`config.mk`:
```
export PLATFORM = sky130hd
export DESIGN_NAME = puf_measure_ctrl
export DESIGN_NICKNAME = d
export VERILOG_FILES = /design/src/rtl/puf_measure_ctrl.sv
export SDC_FILE = /design/constraint.sdc
export NUM_CORES = 1
export LEC_CHECK = 0
export BUFFER_PORTS_ARGS = -buffer_cell sky130_fd_sc_hd__buf_2
export CAP_MARGIN = 40
export CORE_MARGIN = 5
export CORE_UTILIZATION = 53
export CTS_CLUSTER_SIZE = 24
export DETAILED_ROUTE_END_ITERATION = 10
export PLACE_DENSITY_LB_ADDON = 0.12
export SYNTH_ARGS = -nofsm -noshare
export SYNTH_HDL_FRONTEND = slang
export SYNTH_SLANG_ARGS = --single-unit
```
`constraint.sdc`:
```
create_clock -name clk -period 3.7 [get_ports clk]
set_clock_uncertainty 0.05 [all_clocks]
set_input_delay 0.555 -clock clk [delete_from_list [all_inputs] [get_ports clk]]
set_output_delay 0.555 -clock clk [all_outputs]
set_load 0.01 [all_outputs]
```
`src/rtl/puf_measure_ctrl.sv`:
```
// PUF measurement controller: sequences clear/count/wait/compare for each
// ring-oscillator pair and assembles the response word bit by bit.
// Optional feature macro: PUF_MARGIN_CHECK_EN (per-bit low-margin flags in unstable).
module puf_measure_ctrl #(
    parameter int WIN_W   = 16,
    parameter int TIMEOUT = 15
) (
    input  logic             clk,
    input  logic             rst,
    input  logic             start,
    input  logic [WIN_W-1:0] window_len,
    input  logic [5:0]       num_bits,
    input  logic [7:0]       margin_thr,
    output logic             cnt_clear,
    output logic             cnt_ctrl,
    input  logic             cnt_done,
    input  logic [31:0]      cnt_a,
    input  logic [31:0]      cnt_b,
    output logic [4:0]       ro_sel,
    output logic             busy,
    output logic             resp_valid,
    output logic [31:0]      resp,
    output logic [31:0]      unstable,
    output logic             err
);

    localparam int TMO_W = (TIMEOUT > 1) ? $clog2(TIMEOUT) : 1;

    typedef enum logic [2:0] {
        StIdle,
        StClear,
        StCount,
        StWaitDone,
        StCompare,
        StFinish
    } state_e;

    state_e           state_q, state_d;
    logic [4:0]       idx_q, idx_d;
    logic [4:0]       last_idx_q;
    logic [WIN_W-1:0] win_len_q;
    logic [WIN_W-1:0] win_cnt_q, win_cnt_d;
    logic [TMO_W-1:0] tmo_cnt_q, tmo_cnt_d;

    logic             cnt_clear_d, cnt_ctrl_d, busy_d, resp_valid_d, err_d;
    logic [31:0]      resp_d, unstable_d;

`ifdef PUF_MARGIN_CHECK_EN
    logic [31:0] diff;
    assign diff = (cnt_a > cnt_b) ? (cnt_a - cnt_b) : (cnt_b - cnt_a);
`else
    logic unused_margin;
    assign unused_margin = ^margin_thr;
`endif

    // State, index and counter registers; run parameters latched on accepted start
    always_ff @(posedge clk or posedge rst) begin
        if (rst) begin
            state_q    <= StIdle;
            idx_q      <= '0;
            last_idx_q <= '0;
            win_len_q  <= '0;
            win_cnt_q  <= '0;
            tmo_cnt_q  <= '0;
        end else begin
            state_q   <= state_d;
            idx_q     <= idx_d;
            win_cnt_q <= win_cnt_d;
            tmo_cnt_q <= tmo_cnt_d;
            if (state_q == StIdle && start) begin
                // Zero window means one cycle; out-of-range bit counts mean 32
                win_len_q  <= (window_len == '0) ? WIN_W'(1) : window_len;
                last_idx_q <= (num_bits == 6'd0 || num_bits > 6'd32) ? 5'd31
                                                                     : 5'(num_bits - 6'd1);
            end
        end
    end

    // Next-state, bit index and cycle counters
    always_comb begin
        state_d = state_q;
        case (state_q)
            StIdle:     if (start) state_d = StClear;
            StClear:    state_d = StCount;
            StCount:    if (win_cnt_q == win_len_q - WIN_W'(1)) state_d = StWaitDone;
            StWaitDone: begin
                if (cnt_done) begin
                    state_d = StCompare;
                end else if (tmo_cnt_q == TMO_W'(TIMEOUT - 1)) begin
                    state_d = StFinish;
                end
            end
            StCompare:  state_d = (idx_q == last_idx_q) ? StFinish : StClear;
            StFinish:   state_d = StIdle;
            default:    state_d = StIdle;
        endcase

        idx_d = idx_q;
        if (state_q == StIdle && start) begin
            idx_d = '0;
        end else if (state_q == StCompare && state_d == StClear) begin
            idx_d = idx_q + 5'd1;
        end

        // Counters only run while staying in their state, so they never wrap
        win_cnt_d = (state_q == StCount && state_d == StCount) ? win_cnt_q + WIN_W'(1) : '0;
        tmo_cnt_d = (state_q == StWaitDone && state_d == StWaitDone) ? tmo_cnt_q + TMO_W'(1)
                                                                     : '0;
    end

    // Next values of the registered outputs
    always_comb begin
        cnt_clear_d  = (state_d == StClear);
        cnt_ctrl_d   = (state_d == StCount);
        busy_d       = (state_d != StIdle);
        resp_valid_d = (state_d == StFinish);
        resp_d       = resp;
        unstable_d   = unstable;
        err_d        = err;
        if (state_q == StIdle && start) begin
            resp_d     = '0;
            unstable_d = '0;
            err_d      = 1'b0;
        end
        if (state_q == StCompare) begin
            resp_d[idx_q] = (cnt_a > cnt_b);
`ifdef PUF_MARGIN_CHECK_EN
            unstable_d[idx_q] = (diff < {24'd0, margin_thr});
`endif
        end
        if (state_q == StWaitDone && state_d == StFinish) begin
            err_d = 1'b1;
        end
`ifndef PUF_MARGIN_CHECK_EN
        unstable_d = '0;
`endif
    end

    // Output registers
    always_ff @(posedge clk or posedge rst) begin
        if (rst) begin
            cnt_clear  <= 1'b0;
            cnt_ctrl   <= 1'b0;
            busy       <= 1'b0;
            resp_valid <= 1'b0;
            ro_sel     <= '0;
            resp       <= '0;
            unstable   <= '0;
            err        <= 1'b0;
        end else begin
            cnt_clear  <= cnt_clear_d;
            cnt_ctrl   <= cnt_ctrl_d;
            busy       <= busy_d;
            resp_valid <= resp_valid_d;
            ro_sel     <= idx_d;
            resp       <= resp_d;
            unstable   <= unstable_d;
            err        <= err_d;
        end
    end

endmodule

```
; After elaboration in Yosys (flattened, before gate mapping)
; Cells that the tools add are included.
[word_totals]
ff_bits = 86
input_bits = 98
output_inout_bits = 74
wordCells = 64
[classes]
addsub = 5
order_cmp = 4
eq_ne = 11
muxes = 19
reduce_logical = 13
[op_table]
columns = operator, count
row1 = 32-bit 2-to-1 mux, 2
row2 = 32-bit bitwise mux, 1
row3 = 32-bit greater-than comparator, 1
row4 = 16-bit 2-to-1 mux, 2
row5 = "16-bit by 1-bit adder with 16-bit output, second input constant", 1
row6 = 16-bit equality test, 1
row7 = 16-bit zero test, 1
row8 = "16-bit by 1-bit subtractor with 16-bit output, second input constant", 1
row9 = 3-bit 2-to-1 mux, 5
row10 = 5-bit 2-to-1 mux, 3
row11 = 3-bit one-hot mux with 5 select lines, 1
row12 = "3-bit by 2-bit equality test with 1-bit output, second input constant", 4
row13 = "3-bit by 1-bit equality test with 1-bit output, second input constant", 2
row14 = "3-bit equality test, second input constant", 2
row15 = "6-bit greater-than comparator, second input constant", 1
row16 = 1-bit logical AND, 6
row17 = 6-bit zero test, 1
row18 = "5-bit by 6-bit less-than comparator with 1-bit output, second input constant", 1
row19 = "5-bit by 1-bit adder with 5-bit output, second input constant", 1
row20 = 1-bit demux with 5-bit select, 1
row21 = 5-bit equality test, 1
row22 = "5-bit by 1-bit greater-or-equal comparator with 1-bit output, second input constant", 1
row23 = "5-bit by 1-bit subtractor with 5-bit output, second input constant", 1
row24 = "4-bit by 1-bit adder with 4-bit output, second input constant", 1
row25 = other kinds (7), 10

; Depth between registers and ports, before layout
[logic_depth]
ltp_word = 8
mapped_depth = 11
mapped_depth_nobuf = 9

; Worst setup path before layout
; OpenSTA, ideal clock, no wires.
[synth_timing]
path_kind = input -> register
start = input cnt_b[27]
end = register resp[1]
setup_time_ps = 136
t_arrival_ps = 2447
required_ps = 3514
slack_ps = 1067
cell_stages = 11
path_buffers = 3
path_cell_list = inv_1 ha_1 nand4_1 or3_1 clkbuf_1 nor4b_1 clkbuf_1 buf_2 nor2_1 a32oi_1 o41ai_1
[synth_via]
elab_chain_len = 3
[synth_rtl]
columns = element, line_no
row1 = start: declaration, 18  ; input logic [31:0] cnt_b,
row2 = 32-bit greater-than comparator, 126  ; resp_d[idx_q] = (cnt_a > cnt_b);
row3 = 32-bit bitwise mux, 126
row4 = 32-bit 2-to-1 mux, 125  ; if (state_q == StCompare) begin
row5 = via resp_d[1], 46  ; logic [31:0] resp_d, unstable_d;
row6 = end signal: assignment, 156  ; resp <= resp_d;
row7 = end: declaration, 22  ; output logic [31:0] resp,
; The timed path passes the listed nets, and every way through them passes these cells.
; A chain may end at the register's enable or synchronous reset.

; Worst setup path after layout
[layout_timing]
start = register win_len_q[0]
end = register win_cnt_q[5]
[layout_via]
elab_chain_len = 7
[layout_rtl]
columns = element, line_no
row1 = start: declaration, 41  ; logic [WIN_W-1:0] win_len_q;
row2 = start signal: assignment, 72  ; win_len_q <= (window_len == '0) ? WIN_W'(1) : window_len;
row3 = 16-bit by 1-bit subtractor with 16-bit output, 85  ; StCount: if (win_cnt_q == win_len_q - WIN_W'(1)) state_d = StWaitDone;
row4 = 16-bit equality test, 85
row5 = 3-bit 2-to-1 mux, 85
row6 = 3-bit one-hot mux with 5 select lines, 82  ; case (state_q)
row7 = 3-bit by 2-bit equality test with 1-bit output, 106  ; win_cnt_d = (state_q == StCount && state_d == StCount) ? win_cnt_q + WIN_W'(1) : '0;
row8 = 1-bit logical AND, 106
row9 = 16-bit 2-to-1 mux, 106
row10 = via win_cnt_d[5], 42  ; logic [WIN_W-1:0] win_cnt_q, win_cnt_d;
row11 = end signal: assignment, 68  ; win_cnt_q <= win_cnt_d;
row12 = end: declaration, 42
; The timed path passes the listed nets, and every way through them passes these cells.

==> results.sh <==
export IMPL_fin_nets=945
export IMPL_end_kind="flop"
export IMPL_synthCells=693
export IMPL_r2r_start="win_len_q[0]"
export IMPL_synth_flop_cell="dfrtp_1"
export IMPL_yosysWarnings=0
export IMPL_viasPerCell=5.69
export IMPL_grt_pass1_wl_microns=24500
export IMPL_dr_total_vias=5402
export IMPL_synthTopCellsByArea="dfrtp_1 36%, ha_1 8.8%, nand2_1 5.6%"
export IMPL_cts_clk_slew_worst_paths_ns=0.07
export IMPL_fp_dieH_microns=116
export IMPL_crit_path_max_incr_delay_ns=0.52
export IMPL_cts_buffers=9
export IMPL_port_buffers=131
export IMPL_cp_buffers_inverters=1
export IMPL_worst_pin_slew_ns=0.761
export IMPL_setup_viol_count_final=0
export IMPL_wl_per_cell_microns=15.9
export IMPL_crit_path_start="win_len_q[0]"
export IMPL_r2r_slack_ns=0.59
export IMPL_worstSetupStartpointType="flop"
export IMPL_avgSynthCellArea_sq_um=8.60
export IMPL_cts_max_level=3
export IMPL_setup_tns_ns=0
export IMPL_hold_viol_final=0
export IMPL_dp_cells=934
export IMPL_routabilityCongestion=0.882
export IMPL_drv_cap=0
export IMPL_coreArea_sq_mm=0.0109
export IMPL_post_cts_buffers=0
export IMPL_finalWirelength_microns=15100
export IMPL_antenna_found_initial=0
export IMPL_cp_cell_sequence="inv_1, ha_1, nor4b_4, nand3_1, xnor2_1, or4_1, nor4_1, a31o_2, nor2_1"
export IMPL_die_w_microns=116
export IMPL_num_rows=38
export IMPL_ant_nets=0
export IMPL_clockBufferDepth=2
export IMPL_gr_total_overflow=0
export IMPL_ys_types=59
export IMPL_yosysTopAreaCellShare_pct=36.1
export IMPL_fin_crit_ns=3.11
export IMPL_fin_crit_sh_pct=83.9
export IMPL_leakagePower_nw=3.50
export IMPL_synth_top_area_cell="dfrtp_1"
export IMPL_drt_initial_drc_count=290
export IMPL_holdWs_ns=0.112
export IMPL_synthTopCellsByCount="89 x nand2_1, 88 x nor2_1, 86 x dfrtp_1"
export IMPL_cts_tree="done"
export IMPL_clock_sinks=86
export IMPL_clockRootBuffer="clkbuf_16"
export IMPL_dr_pass1_iters=5
export IMPL_totalPowerFinal_w=0.00347
export IMPL_grt_max_degree=65
export IMPL_synth_seq_cells=86
export IMPL_worst_slew_margin_rel_pct=47.9
export IMPL_crit_fanout=15
export IMPL_status="complete, no violations"
export IMPL_die_area_sq_mm=0.0135
export IMPL_crit_cells=9
export IMPL_ios=172
export IMPL_rsz0062_at_grt="false"
export IMPL_synth_edf_count=0
export IMPL_initial_core_util_pct=54.5
export IMPL_diodes=0
export IMPL_post_route_drc_count=0
export IMPL_cellPowerDensity_mw_per_mm2=499
export IMPL_post_cts_resized=0
export IMPL_synth_area_sq_mm=0.00596
export IMPL_instances_no_fill=950
export IMPL_first_global_vias=5144
export IMPL_syn2layout_area_growth_pct=16.7
export IMPL_worstRegToRegCells=9
export IMPL_required_ns=3.86
export IMPL_async_flop_share_pct=100
export IMPL_fmax_mhz=322
export IMPL_grt_total_usage_pct=22.4
export IMPL_endpoint="win_cnt_q[5]"
export IMPL_drive_above_1_share_pct=20.7
export IMPL_cp_arrival_ns=3.26
export IMPL_worstSkewPairLatency_ns=0.34
export IMPL_cp_slowest_cell="or4_1"
export IMPL_cts_hold_buffers=0
export IMPL_timing_rr_end="win_cnt_q[5]"
export IMPL_slew_violations=0
export IMPL_ys_seq_area_share_pct=36.1
export IMPL_yosysMostFrequentCell="nand2_1"
export IMPL_critPathKind="flop to flop"
export IMPL_final_util_pct=63.6
export IMPL_place_hpwl_microns=11200
export IMPL_vdd_drop_max_v=0.000280
export IMPL_hold_class="input port to asynchronous set/reset pin"
export IMPL_crit_family="simple AND/OR/NAND/NOR gates"
==> layout make-up <==
type | instances | area, sq um
fill | 963 | 3980
multi-input combinational | 521 | 3370
sequential | 86 | 2150
timing repair buffer | 141 | 756
clock buffer | 11 | 243
tap | 140 | 175
inverter | 46 | 174
clock inverter | 5 | 82.6
==> routing by layer <==
layer	GRT usage, %	routed length, microns	part of all wire [%]	vias up
met3	3.81	906	6.0	17
met5	0	0	0	-
met4	7.12	190	1.3	0
met2	37.8	7630	51	162
met1	29.6	6360	42	2602
li1	-	-	-	2621
==> state kept, by name, summed over array words and instances, names as in the netlist, 3 cells and up <==
| signal | flops |
|---|---|
| last_idx_q | 5 |
| resp | 32 |
| win_len_q | 16 |
| ro_sel | 5 |
| state_q | 3 |
| tmo_cnt_q | 4 |
| win_cnt_q | 16 |
==> stage by stage <==
step	cell area [sq um]	setup slack [ns]
floorplan	6080	0.873
global route	6960	0.380
detailed placement	6630	0.603
global placement	6600	0.734
finish	6960	0.595
CTS	6960	0.620
==> worst min path at each step <==
stage | end | slack [ns] | cells after the start
after CTS | resp[4] | 0.11 | 2
after global placement | tmo_cnt_q[0] | 0.42 | 1
after floorplan | tmo_cnt_q[0] | 0.40 | 1
final | resp[4] | 0.11 | 2
after detailed placement | err | 0.43 | 2
after global routing | resp[4] | 0.14 | 2
==> cells in the final DEF, fill, tap and decap left out, types with 3 or more instances in the layout <==
cell type  netlist  routed
a31oi_1          4       4
a32oi_1         32      32
nand3_1         13      13
buf_4           32       8
xor2_1          18      18
o41ai_1         31      31
and2_1           3       3
or3_1            4       4
nand2_1         89      89
dfrtp_1         86      86
nor4_1           9       9
a21o_1          11      11
clkbuf_16        0       9
o21a_1           3       3
ha_1            42      42
a21oi_1         15      15
xnor2_1         30      30
o21ai_0          8       8
nand3b_1         3       3
and3_1          10      10
nor3_1          16      16
nand4_1         13      13
nor3b_1          3       3
buf_2            6     131
conb_1           1      32
inv_1           46      45
or4_1            5       5
nor2_1          88      87
==> report_power, final <==
group          internal (W)  switching [W]
clock network      0.000612       0.000375
registers           0.00110       0.000230
logic              0.000467       0.000687
total               0.00218        0.00129
==> logic make-up after synthesis <==
family | Yosys count | share of synthesized area, %
AOI/OAI and AO/OA | 124 | 16.1
xor gates and xnor gates | 48 | 7.05
adders and majority gates | 42 | 8.82
buffers and inverters | 117 | 9.80
DFF | 86 | 36.1
muxes | 3 | 0.525
other | 1 | 0.0629
and+or+nand+nor | 272 | 21.5
Note: power is estimated with default switching activity, not from simulation.
